<file path="src/rtl/mbist_march_ctrl.sv">
// March C- memory BIST controller for one single-port memory with a two-cycle
// read pipeline; reports pass/fail, a saturating miss count and first-fail data.
module mbist_march_ctrl #(
  parameter int DATA_WIDTH = 8,
  parameter int ADDR_WIDTH = 8,
  parameter int CAPACITY   = 255
) (
  input  logic                  clk,
  input  logic                  rst_n,
  input  logic                  start,
  output logic                  mem_write_read,
  output logic [ADDR_WIDTH-1:0] mem_address,
  output logic [DATA_WIDTH-1:0] mem_wdata,
  input  logic [DATA_WIDTH-1:0] mem_rdata,
  output logic                  busy,
  output logic                  done,
  output logic                  pass,
  output logic [15:0]           fail_count,
  output logic [ADDR_WIDTH-1:0] fail_addr,
  output logic [2:0]            fail_elem,
  output logic [DATA_WIDTH-1:0] fail_expected,
  output logic [DATA_WIDTH-1:0] fail_actual
);

  localparam logic [2:0] S_IDLE  = 3'd0;
  localparam logic [2:0] S_SETUP = 3'd1;
  localparam logic [2:0] S_RUN   = 3'd2;
  localparam logic [2:0] S_DRAIN = 3'd3;
  localparam logic [2:0] S_DONE  = 3'd4;

  localparam int STAGES = 2;
  localparam logic [ADDR_WIDTH-1:0] LAST_ADDR = ADDR_WIDTH'(CAPACITY);

  typedef struct packed {
    logic [ADDR_WIDTH-1:0] addr;
    logic [2:0]            elem;
    logic [DATA_WIDTH-1:0] exp;
  } cmp_t;

  function automatic logic [ADDR_WIDTH-1:0] start_addr(input logic [2:0] e);
    return (e == 3'd3 || e == 3'd4) ? LAST_ADDR : '0;
  endfunction

  function automatic logic [DATA_WIDTH-1:0] wr_bg(input logic [2:0] e);
    return (e == 3'd1 || e == 3'd3) ? '1 : '0;
  endfunction

  function automatic logic [DATA_WIDTH-1:0] rd_bg(input logic [2:0] e);
    return (e == 3'd2 || e == 3'd4) ? '1 : '0;
  endfunction

  logic [2:0]            state;
  logic [2:0]            elem;
  logic [ADDR_WIDTH-1:0] addr;
  logic [DATA_WIDTH-1:0] wdata;
  logic                  phase;
  logic                  drn;
  logic                  first_seen;
  logic [STAGES:1]       vld_pipe;
  cmp_t [STAGES:1]       cmp_pipe;

  logic       down, two_op, is_wr, op_last, at_end, rd_issue, accept;
  logic [2:0] nxt_elem;

  assign down     = (elem == 3'd3) || (elem == 3'd4);
  assign two_op   = (elem != 3'd0) && (elem != 3'd5);
  assign is_wr    = (elem == 3'd0) || (two_op && phase);
  assign op_last  = !two_op || phase;
  assign at_end   = down ? (addr == '0) : (addr == LAST_ADDR);
  assign rd_issue = (state == S_RUN) && !is_wr;
  assign accept   = start && (state == S_IDLE || state == S_DONE);
  assign nxt_elem = elem + 3'd1;

  assign mem_write_read = (state == S_RUN) && is_wr;
  assign mem_address    = addr;
  assign mem_wdata      = wdata;
  assign busy = (state == S_SETUP) || (state == S_RUN) || (state == S_DRAIN);
  assign done = (state == S_DONE);
  assign pass = done && (fail_count == 16'd0);

  // wdata is loaded on entry to SETUP and held for the whole element, so the
  // memory's delayed write-data capture always sees the element background.
  always_ff @(posedge clk or negedge rst_n) begin
    if (!rst_n) begin
      state <= S_IDLE;
      elem  <= '0;
      addr  <= '0;
      wdata <= '0;
      phase <= 1'b0;
      drn   <= 1'b0;
    end else begin
      case (state)
        S_IDLE, S_DONE: begin
          if (start) begin
            state <= S_SETUP;
            elem  <= '0;
            addr  <= start_addr(3'd0);
            wdata <= wr_bg(3'd0);
            phase <= 1'b0;
          end
        end
        S_SETUP: begin
          state <= S_RUN;
          phase <= 1'b0;
        end
        S_RUN: begin
          if (!op_last) begin
            phase <= 1'b1;
          end else begin
            phase <= 1'b0;
            if (!at_end) begin
              addr <= down ? addr - 1'b1 : addr + 1'b1;
            end else if (elem == 3'd5) begin
              state <= S_DRAIN;
              drn   <= 1'b0;
            end else begin
              state <= S_SETUP;
              elem  <= nxt_elem;
              addr  <= start_addr(nxt_elem);
              wdata <= wr_bg(nxt_elem);
            end
          end
        end
        S_DRAIN: begin
          drn <= 1'b1;
          if (drn) state <= S_DONE;
        end
        default: state <= S_IDLE;
      endcase
    end
  end

  // Stage 2 lines up with mem_rdata for the read launched two cycles earlier.
  always_ff @(posedge clk or negedge rst_n) begin
    if (!rst_n) begin
      vld_pipe      <= '0;
      cmp_pipe      <= '0;
      fail_count    <= '0;
      first_seen    <= 1'b0;
      fail_addr     <= '0;
      fail_elem     <= '0;
      fail_expected <= '0;
      fail_actual   <= '0;
    end else if (accept) begin
      vld_pipe      <= '0;
      fail_count    <= '0;
      first_seen    <= 1'b0;
      fail_addr     <= '0;
      fail_elem     <= '0;
      fail_expected <= '0;
      fail_actual   <= '0;
    end else begin
      vld_pipe[1]      <= rd_issue;
      cmp_pipe[1].addr <= addr;
      cmp_pipe[1].elem <= elem;
      cmp_pipe[1].exp  <= rd_bg(elem);
      vld_pipe[2]      <= vld_pipe[1];
      cmp_pipe[2]      <= cmp_pipe[1];
      if (vld_pipe[2] && (mem_rdata != cmp_pipe[2].exp)) begin
        if (fail_count != 16'hFFFF) fail_count <= fail_count + 16'd1;
        if (!first_seen) begin
          first_seen    <= 1'b1;
          fail_addr     <= cmp_pipe[2].addr;
          fail_elem     <= cmp_pipe[2].elem;
          fail_expected <= cmp_pipe[2].exp;
          fail_actual   <= mem_rdata;
        end
      end
    end
  end

endmodule

</file>
<file path="config.mk">
export PLATFORM = sky130hd
export DESIGN_NAME = mbist_march_ctrl
export DESIGN_NICKNAME = d
export VERILOG_FILES = /design/src/rtl/mbist_march_ctrl.sv
export SDC_FILE = /design/constraint.sdc
export NUM_CORES = 1
export LEC_CHECK = 0
export ABC_AREA = 1
export BUFFER_PORTS_ARGS = -buffer_cell sky130_fd_sc_hd__buf_4
export CORE_MARGIN = 2
export CORE_UTILIZATION = 33
export DETAILED_ROUTE_END_ITERATION = 10
export PLACE_DENSITY = 0.48
export REMOVE_ABC_BUFFERS = 1
export SETUP_SLACK_MARGIN = 0.02
export SLEW_MARGIN = 20
export SYNTH_ARGS = -nofsm -noshare
export SYNTH_HDL_FRONTEND = slang
export SYNTH_SLANG_ARGS = --single-unit
</file>
<file path="constraint.sdc">
create_clock -name clk -period 5.1 [get_ports clk]
set_input_delay 1.02 -clock clk [delete_from_list [all_inputs] [get_ports clk]]
set_output_delay 1.02 -clock clk [all_outputs]
set_load 0.02 [all_outputs]
</file>
==> results.yml <==
outcome:
  status: "finished clean"
worst_setup_path:
  cp.required_ps: 4080
  startpoint_type: "flop"
  critPathMaxFanout: 5
  cpMostUsedCell: "inv_1"
  max_stage_delay_ps: 440
  crit_chain: "inv_1, ha_1, nand2_1, inv_1, o21ai_0, inv_1, nor2_1, buf_4"
  path_class: "reg2out"
  crit_start: "elem[1]$_DFFE_PN0P_"
  crit_path_end_kind: "output port"
  cp.arrival_ps: 1840
  critPathBufInv: 4
  crit_family: "flip-flops"
  r2r_start: "elem[0]$_DFFE_PN0P_"
  critPathSlowestCell: "dfrtp_1"
timing:
  rsz0062_at_grt: "no"
  slew_headroom_pct: 50.0
  maxSlewViolCount: 0
  fmax_ghz: 0.350
  hold_viol: 0
  setup-tns-final_ps: 0
  setup_viol: 0
  tightest_slew_ps: 750
  finalCritPeriodShare_pct: 56.0
  finClkSkew_ps: 6.15
  period_minus_slack_ps: 2860
global_routing:
  grtUsageTotal_pct: 15.5
  antenna_found_initial: 0
  grt_pass1_vias: 3758
  grt_max_degree: 81
  grt_pass1_wl_mm: 18.3
  grt_overflow: 0
placement:
  gp_congestion: 0.842
  portBuffers: 73
  post-dp-hpwl_mm: 7.59
floorplan:
  row_count: 42
  io_pins: 74
  die_w_um: 121
  core_area_sq_mm: 0.0133
  die_y_um: 121
  dieArea_sq_mm: 0.0148
  start_util_pct: 34.1
cts:
  cts_buffers: 9
  path_clk_slew_ps: 60
  cts.repair.resized: 0
  hold_buffers: 0
  clk_path_buf_depth: 2
  insertion_delay_ps: 340
  cts_tree: "yes"
  cts-htree-levels: 3
  clock_sinks: 80
  cts_setup_buffers: 0
  root_buffer: "clkbuf_16"
drt:
  drc: 0
  vias_per_cell: 4.69
  drtIter0Drc: 230
  wl_mm: 10.9
  vias: 3980
  ant_nets: 0
  wl_per_cell_um: 12.8
  firstDrtPassIters: 4
worst_hold_path:
  hold_start: "cmp_pipe[13]$_DFFE_PN0N_"
  hold_class: "reg2reg"
synthesis:
  synth_cells: 615
  yosysWarnings: 0
  ys_seq_area_share_pct: 43.9
  yosys.area.top_type: "dfrtp_1"
  synth_seq_cells: 80
  synthFlopType: "dfrtp_1"
  synth-edff-count: 0
  yosys.area.top_type_share_pct: 43.9
  netlist_top_cells_area: "dfrtp_1 44%, nand2_1 19%, nand3_1 5.8%"
  synth_most_common_cell: "nand2_1"
  netlist_area_sq_mm: 0.00456
  syn_avg_cell_area_sq_um: 7.41
  async_flop_share_pct: 100
  yosysUniqueCellTypes: 34
  synthTopCellsByCount: "229 x nand2_1, 80 x dfrtp_1, 53 x inv_1, 53 x nand3_1, 49 x nor2_1"
cells_and_area:
  drive_above_1_share_pct: 16.7
  finalNetCount: 692
  area_growth_pct: 19.4
  n_antenna_cell: 0
power_and_ir_drop:
  power_leakage_nw: 3.03
  p_per_area_mw_per_mm2: 415
  peakVddDrop_mv: 0.166
  finalPower_mw: 2.26
flow_run:
  max_cap_viol_count: 0
cell usage in the layout (no fill, tap or decap), types with 6 or more instances in the layout:
cell	Yosys	final
inv_1	53	53
dfrtp_1	80	80
o21ai_0	13	13
nand3_1	53	53
nor2_1	49	48
ha_1	13	13
nand4_1	42	42
inv_2	8	8
a21oi_1	6	6
clkbuf_16	0	9
xor2_1	9	9
buf_4	14	75
nand2_1	229	228
flip-flops by register name (all words and copies together) (netlist names), 2 cells and up:
register     cells
cmp_pipe        24
elem             3
fail_actual      8
fail_addr        8
fail_count      16
fail_elem        3
mem_address      8
state            3
vld_pipe         2
per-stage QoR:
| step | worst slack (ps) | std cells | hold WS [ps] | instance area [sq um] | utilization (%) |
|---|---|---|---|---|---|
| after global routing | 2060 | 848 | 498 | 5440 | 40.8 |
| after global placement | 2510 | 832 | 455 | 5150 | 38.6 |
| after detailed placement | 2470 | 832 | 459 | 5150 | 38.6 |
| after CTS | 2220 | 848 | 472 | 5440 | 40.7 |
| after floorplan | 1690 | 580 | 442 | 4360 | - |
| final | 2240 | 848 | 470 | 5440 | 40.8 |
cell families (layout without fill, tap and decap cells):
logic type | count (synthesis) | after routing | share of synthesized area (%)
fa+ha+maj | 14 | 14 | 4.01
buf+inv | 96 | 153 | 9.39
flops | 80 | 80 | 43.9
xor+xnor | 12 | 12 | 2.31
compound gates | 25 | 25 | 3.27
simple gates | 388 | 388 | 37.1
worst paths after layout:
kind | to | slack, ps | depth (start not counted)
max in group asynchronous | fail_count[1]$_DFFE_PN0P_ | 3870 | 1
min | cmp_pipe[13]$_DFFE_PN0N_ | 470 | 2
min in group asynchronous | fail_actual[0]$_DFFE_PN0P_ | 700 | 1
max | mem_write_read | 2240 | 8
min reg2reg | cmp_pipe[13]$_DFFE_PN0N_ | 470 | 2
max reg2reg | mem_address[7]$_DFFE_PN0P_ | 2660 | 15
worst min-delay path: stages (launching register included):
cell	delay, ps
dfrtp_1	340
nand2_1	50
nand2_1	50
layout make-up:
type | instances | area (sq um)
timing repair buffer | 76 | 574
inverter | 61 | 229
fill | 1419 | 7910
clock buffer | 12 | 256
sequential | 80 | 2000
tap | 176 | 220
clock inverter | 4 | 28.8
multi-input combinational | 439 | 2130
power breakdown:
| group | internal, mW | switching, mW |
|---|---|---|
| Combinational | 0.257 | 0.542 |
| Clock | 0.356 | 0.259 |
| Sequential | 0.747 | 0.0949 |
| Total | 1.36 | 0.896 |
per-layer routing:
| layer | vias up | global-route usage (%) | part of all wire (%) |
|---|---|---|---|
| met3 | 14 | 2.96 | 4.2 |
| met2 | 79 | 24.3 | 44 |
| met5 | - | 0 | 0 |
| met4 | 0 | 5.60 | 1.5 |
| li1 | 2069 | - | - |
| met1 | 1818 | 21.2 | 50 |
(Power assumes the default switching activity.)
